**src/rtl/eviction_write_buffer_pkg.sv**
```systemverilog
// Shared types and widths for the eviction write buffer between L2 and the
// cacheline adaptor.
package rv32i_types;

  localparam int LINE_BITS   = 256;
  localparam int OFFSET_BITS = 5;
  localparam int TAG_BITS    = 27;

  typedef enum logic [1:0] {
    IDLE   = 2'd0,
    RD_MEM = 2'd1,
    DRAIN  = 2'd2,
    RESP   = 2'd3
  } ewb_state_t;

  typedef logic [TAG_BITS-1:0]  tag_t;
  typedef logic [LINE_BITS-1:0] line_t;

  function automatic logic [31:0] line_addr(input tag_t tag);
    return {tag, {OFFSET_BITS{1'b0}}};
  endfunction

endpackage

```
**src/rtl/eviction_write_buffer_entry_array.sv**
```systemverilog
// FIFO of buffered dirty lines with a fully associative tag lookup used for
// read forwarding and write coalescing.
module ewb_entry_array
  import rv32i_types::*;
#(
  parameter  int DEPTH = 2,
  localparam int IDX_W = (DEPTH > 1) ? $clog2(DEPTH) : 1,
  localparam int CNT_W = $clog2(DEPTH + 1)
) (
  input  logic             clk,
  input  logic             rst,
  input  tag_t             i_lookup_tag,
  input  line_t            i_wdata,
  input  logic             i_enq,
  input  logic             i_coalesce,
  input  logic             i_pop,
  output logic             o_match,
  output line_t            o_match_data,
  output logic             o_full,
  output logic [CNT_W-1:0] o_count,
  output tag_t             o_head_tag,
  output line_t            o_head_data
);

  logic [DEPTH-1:0] r_valid;
  tag_t             r_tag  [DEPTH];
  line_t            r_data [DEPTH];
  logic [IDX_W-1:0] r_head;
  logic [IDX_W-1:0] r_tail;
  logic [CNT_W-1:0] r_count;

  logic [DEPTH-1:0] w_match_vec;
  logic [IDX_W-1:0] w_match_idx;

  function automatic logic [IDX_W-1:0] next_ptr(input logic [IDX_W-1:0] p);
    return (p == IDX_W'(DEPTH - 1)) ? '0 : p + IDX_W'(1);
  endfunction

  always_comb begin
    w_match_vec = '0;
    for (int i = 0; i < DEPTH; i++) begin
      w_match_vec[i] = r_valid[i] && (r_tag[i] == i_lookup_tag);
    end
  end

  // Coalescing keeps tags unique, so at most one bit of the vector is set.
  always_comb begin
    w_match_idx = '0;
    for (int i = 0; i < DEPTH; i++) begin
      if (w_match_vec[i]) w_match_idx = IDX_W'(i);
    end
  end

  assign o_match      = |w_match_vec;
  assign o_match_data = r_data[w_match_idx];
  assign o_full       = (r_count == CNT_W'(DEPTH));
  assign o_count      = r_count;
  assign o_head_tag   = r_tag[r_head];
  assign o_head_data  = r_data[r_head];

  always_ff @(posedge clk) begin
    if (!rst) begin
      r_valid <= '0;
      r_head  <= '0;
      r_tail  <= '0;
      r_count <= '0;
    end else begin
      if (i_enq) begin
        r_valid[r_tail] <= 1'b1;
        r_tail          <= next_ptr(r_tail);
      end
      if (i_pop) begin
        r_valid[r_head] <= 1'b0;
        r_head          <= next_ptr(r_head);
      end
      case ({i_enq, i_pop})
        2'b10:   r_count <= r_count + CNT_W'(1);
        2'b01:   r_count <= r_count - CNT_W'(1);
        default: ;
      endcase
    end
  end

  // Line storage carries no reset; validity alone decides what is live.
  always_ff @(posedge clk) begin
    if (i_enq) begin
      r_tag[r_tail]  <= i_lookup_tag;
      r_data[r_tail] <= i_wdata;
    end else if (i_coalesce) begin
      r_data[w_match_idx] <= i_wdata;
    end
  end

endmodule

```
**src/rtl/eviction_write_buffer.sv**
```systemverilog
// Eviction write buffer: absorbs L2 writebacks, forwards hits to reads and
// drains buffered lines to the cacheline adaptor while L2 is idle.
module eviction_write_buffer
  import rv32i_types::*;
#(
  parameter  int DEPTH = 2,
  localparam int CNT_W = $clog2(DEPTH + 1)
) (
  input  logic                 clk,
  input  logic                 rst,
  input  logic [31:0]          mem_address,
  input  logic                 mem_read,
  input  logic                 mem_write,
  input  logic [LINE_BITS-1:0] mem_wdata,
  output logic [LINE_BITS-1:0] mem_rdata,
  output logic                 mem_resp,
  output logic [31:0]          pmem_address,
  output logic                 pmem_read,
  output logic                 pmem_write,
  output logic [LINE_BITS-1:0] pmem_wdata,
  input  logic [LINE_BITS-1:0] pmem_rdata,
  input  logic                 pmem_resp
);

  ewb_state_t r_state;
  ewb_state_t w_next_state;
  line_t      r_rdata;

  logic             w_match;
  line_t            w_match_data;
  logic             w_full;
  logic [CNT_W-1:0] w_count;
  tag_t             w_head_tag;
  line_t            w_head_data;
  tag_t             w_req_tag;
  logic             w_enq;
  logic             w_coalesce;
  logic             w_pop;
  logic             w_ld_hit;
  logic             w_ld_mem;
  logic             w_unused_offset;

  assign w_req_tag       = mem_address[31:OFFSET_BITS];
  assign w_unused_offset = ^mem_address[OFFSET_BITS-1:0];

  ewb_entry_array #(.DEPTH(DEPTH)) u_array (
    .clk          (clk),
    .rst          (rst),
    .i_lookup_tag (w_req_tag),
    .i_wdata      (mem_wdata),
    .i_enq        (w_enq),
    .i_coalesce   (w_coalesce),
    .i_pop        (w_pop),
    .o_match      (w_match),
    .o_match_data (w_match_data),
    .o_full       (w_full),
    .o_count      (w_count),
    .o_head_tag   (w_head_tag),
    .o_head_data  (w_head_data)
  );

  always_ff @(posedge clk) begin
    if (!rst) r_state <= IDLE;
    else      r_state <= w_next_state;
  end

  // Reads outrank writes, and any L2 request outranks a pending drain.
  always_comb begin
    w_next_state = r_state;
    case (r_state)
      IDLE: begin
        if (mem_read) begin
          w_next_state = w_match ? RESP : RD_MEM;
        end else if (mem_write) begin
          w_next_state = (w_match || !w_full) ? RESP : DRAIN;
        end else if (w_count != '0) begin
          w_next_state = DRAIN;
        end
      end
      RD_MEM:  if (pmem_resp) w_next_state = RESP;
      DRAIN:   if (pmem_resp) w_next_state = IDLE;
      RESP:    w_next_state = IDLE;
      default: w_next_state = IDLE;
    endcase
  end

  always_comb begin
    mem_resp     = 1'b0;
    pmem_read    = 1'b0;
    pmem_write   = 1'b0;
    pmem_address = '0;
    pmem_wdata   = '0;
    w_enq        = 1'b0;
    w_coalesce   = 1'b0;
    w_pop        = 1'b0;
    w_ld_hit     = 1'b0;
    w_ld_mem     = 1'b0;
    case (r_state)
      IDLE: begin
        if (mem_read) begin
          w_ld_hit = w_match;
        end else if (mem_write) begin
          w_coalesce = w_match;
          w_enq      = !w_match && !w_full;
        end
      end
      RD_MEM: begin
        pmem_read    = 1'b1;
        pmem_address = line_addr(w_req_tag);
        w_ld_mem     = pmem_resp;
      end
      DRAIN: begin
        pmem_write   = 1'b1;
        pmem_address = line_addr(w_head_tag);
        pmem_wdata   = w_head_data;
        w_pop        = pmem_resp;
      end
      RESP:    mem_resp = 1'b1;
      default: ;
    endcase
  end

  always_ff @(posedge clk) begin
    if (!rst)          r_rdata <= '0;
    else if (w_ld_hit) r_rdata <= w_match_data;
    else if (w_ld_mem) r_rdata <= pmem_rdata;
  end

  assign mem_rdata = r_rdata;

endmodule

```
**config.mk**
```make
export PLATFORM = sky130hd
export DESIGN_NAME = eviction_write_buffer
export DESIGN_NICKNAME = d
export VERILOG_FILES = /design/src/rtl/eviction_write_buffer_pkg.sv /design/src/rtl/eviction_write_buffer_entry_array.sv /design/src/rtl/eviction_write_buffer.sv
export SDC_FILE = /design/constraint.sdc
export NUM_CORES = 2
export LEC_CHECK = 0
export BUFFER_PORTS_ARGS = -buffer_cell sky130_fd_sc_hd__buf_2
export CORE_AREA = 2 2 421 423
export CTS_CLUSTER_SIZE = 20
export DETAILED_ROUTE_END_ITERATION = 10
export DIE_AREA = 0 0 423 425
export PLACE_DENSITY = 0.4
export RECOVER_POWER = 100
export SLEW_MARGIN = 15
export SYNTH_ARGS = -nofsm -noshare
export SYNTH_HDL_FRONTEND = slang
export SYNTH_SLANG_ARGS = --single-unit
```
**constraint.sdc**
```tcl
create_clock -name clk -period 22.2 [get_ports clk]
set_clock_uncertainty 0.15 [all_clocks]
set_input_delay 2.22 -clock clk [delete_from_list [all_inputs] [get_ports clk]]
set_output_delay 2.22 -clock clk [all_outputs]
set_load 0.05 [all_outputs]
```
==> results.yml <==
clocking:
  clkLatencyLatePin_ns: 0.74
  tritoncts: "built"
  cts_max_path_buffers: 3
  cts_setup_buffers: 0
  cts_root_buf: "clkbuf_16"
  cts_resized: 0
  cts_sinks: 831
  numCtsBuffers: 105
  htree_num_levels: 3
  cts_hold_buf: 0
  clk_pin_slew_ns: 0.06
routing:
  drc: 0
  routed_wl_um: 186000
  viasPerCell: 4.86
  dr.first_iter.drc_count: 1872
  num_vias: 33100
  postRouteAntennaNets: 0
  drtPass1Iterations: 5
  wl_per_cell_um: 27.3
global_route:
  grt_pass1_vias: 32600
  grtUsageTotal_pct: 19.6
  grt_pass1_wl_um: 256000
  grt_max_degree: 147
  overflow: 0
  antenna_found_initial: 89
sta:
  min_period_ns: 13.98
  setup_viol: 0
  drv_slew: 1392
  tns_ns: 0
  hold_viol: 0
  slew-limit-headroom_pct: -422
  tightest_slew_ns: 7.83
  grt_setup_unrepaired: "false"
  finalCritPeriodShare_pct: 63.0
  max_freq_mhz: 71.5
worst_setup_path:
  max_stage_delay_ns: 3.97
  end_kind: "flip-flop"
  crit_required_ns: 22.70
  worstPathCellList: "clkbuf_1 -> inv_1 -> nor2_1 -> clkbuf_1 -> buf_4 -> a22oi_1 -> a21oi_1"
  critPathArrivalTime_ns: 14.47
  cpMostUsedCell: "clkbuf_1"
  critPathTopFamily: "buffers and inverters"
  slowest_stage: "clkbuf_1"
  crit_buf_inv: 4
  cp_max_fo: 89
  path_class: "primary input to flip-flop"
  start_kind: "primary input"
logic_synthesis:
  ys_seq_area_share_pct: 55.4
  synth_area_per_cell_um2: 11.7
  synth_seq_cells: 831
  ys_types: 36
  synth_warnings: 0
  netlist_area_um2: 40200
  synthesis.instances: 3450
die:
  die_x_um: 423
  dieArea_um2: 180000
  io_pins: 1096
  core-area_um2: 175000
  rows: 154
  floorplan.initialDensity_pct: 23.0
  die_h_um: 425
finish:
  nets: 4898
  final_common_cell: "clkbuf_1"
  nFillCells: 18800
  drive_gt1_share_pct: 20.0
  multi_input_area_um2: 16400
  utilization_pct: 28.6
  regArea_um2: 22300
  area_delta_synth_final_pct: 24.5
  final_cell_mix: "clkbuf_1 (729), edfxtp_1 (566), nor3_1 (516)"
worst_hold_path:
  hold_path_class: "flip-flop to flip-flop"
flow_run:
  drv_cap: 27
pwr:
  leakage_nw: 18.5
  powerDensity_nw_per_um2: 112
  power_mw: 5.60
  max-vdd-ir-drop_mv: 0.0599
outcome:
  violations: "capacitance limit, slew limit"
  status: "finished, violations left"
placement:
  portBuffers: 1085
  hpwlAfterDp_um: 120000
  gp_congestion: 0.834
-- layout make-up --
| type | count | share of cell area [%] |
|---|---|---|
| clock inverter | 43 | 0.851 |
| inverter | 6 | 0.0449 |
| timing repair buffer | 1142 | 9.94 |
| sequential | 831 | 44.5 |
| antenna | 33 | 0.165 |
| multi-input combinational | 2258 | 32.7 |
| clock buffer | 153 | 5.97 |
| tap | 2340 | 5.84 |
-- final timing paths --
path                                 start                               to  slack [ns]  cells past startpoint
min reg2reg  u_array.r_valid[1]$_SDFF_PN0_    u_array.r_valid[1]$_SDFF_PN0_        0.36                      1
max                                    rst      mem_rdata[230]$_SDFFE_PN0P_        8.22                      7
max reg2reg  u_array.r_tag[0][3]$_DFFE_PP_  u_array.r_data[0][36]$_DFFE_PP_       10.09                      9
min          u_array.r_valid[1]$_SDFF_PN0_    u_array.r_valid[1]$_SDFF_PN0_        0.36                      1
-- synthesized netlist by cell type --
master	instances	share of area, %
edfxtp_1	566	42
nor3_1	516	6.4
nor2b_1	286	4.4
a22oi_1	283	5.3
mux2_2	283	7.9
clkbuf_1	267	2.5
dfxtp_1	265	13
a21oi_1	261	3.2
a21o_1	256	4.8
mux2i_1	256	6.4
buf_1	37	0.35
xnor2_1	31	0.67
xor2_1	26	0.57
buf_2	25	0.31
buf_6	25	0.70
nand4_1	8	0.12
nor2_1	8	0.075
nor4_1	7	0.11
inv_1	6	0.056
buf_4	5	0.093
ha_1	5	0.16
nand2_1	5	0.047
o21ai_0	5	0.062
or4_1	3	0.056
and2_1	2	0.031
nand3_1	2	0.025
o31ai_1	2	0.037
and3b_1	1	0.022
conb_1	1	0.0093
nand3b_1	1	0.019
o21a_1	1	0.019
o221a_2	1	0.028
o22ai_4	1	0.050
or2_1	1	0.016
or2_2	1	0.016
or3_1	1	0.016
-- state kept, by name, indices dropped and copies added (netlist names), named ones only --
name,flops
u_array.r_data,512
mem_rdata,256
r_state,2
u_array.o_count,2
u_array.r_valid,2
u_array.r_head,1
u_array.r_tail,1
u_array.r_tag,54
-- worst reg2reg max path, delay by kind of cell (launching register included) --
family / cells / cell delay (ns)
xor gates and xnor gates: 1 / 0.21
and+or+nand+nor: 4 / 4.42
DFF: 1 / 0.40
AOI/OAI and AO/OA: 1 / 0.08
buffers and inverters: 3 / 6.30
-- through the flow --
stage / setup slack, ns / area [µm²] / cells / hold WS (ns)
floorplan: 5.13 / 40300 / 3454 / 0.307
global placement: 14.39 / 47600 / 6576 / 0.337
detailed placement: 14.38 / 47600 / 6576 / 0.346
CTS: 15.19 / 51000 / 6772 / 0.361
global route: 7.71 / 50100 / 6790 / 0.382
finish: 8.22 / 50100 / 6806 / 0.356
-- logic make-up (layout without fill, tap and decap cells) --
kind of cell | count (synthesis) | after routing | share of synthesized area (%)
and+or+nand+nor | 842 | 842 | 11.4
DFF | 831 | 831 | 55.4
AOI/OAI and AO/OA | 810 | 810 | 13.5
muxes | 539 | 539 | 14.3
buffers and inverters | 365 | 1344 | 3.99
xor gates and xnor gates | 57 | 57 | 1.24
adders and majority gates | 5 | 5 | 0.155
other | 1 | 38 | 0.00932
-- power by group --
group | switching [mW] | internal (mW) | total (mW)
sequential | 0.0863 | 1.83 | 1.92
combinational | 1.45 | 0.504 | 1.95
clock | 0.711 | 1.02 | 1.73
total | 2.24 | 3.36 | 5.60
-- routing by layer --
| metal | routed length (µm) | track usage (%) |
|---|---|---|
| met1 | 75700 | 23.8 |
| met2 | 92300 | 33.8 |
| met3 | 11100 | 4.49 |
| met4 | 6350 | 6.68 |
| met5 | 333 | 0 |
(Power assumes the default switching activity.)
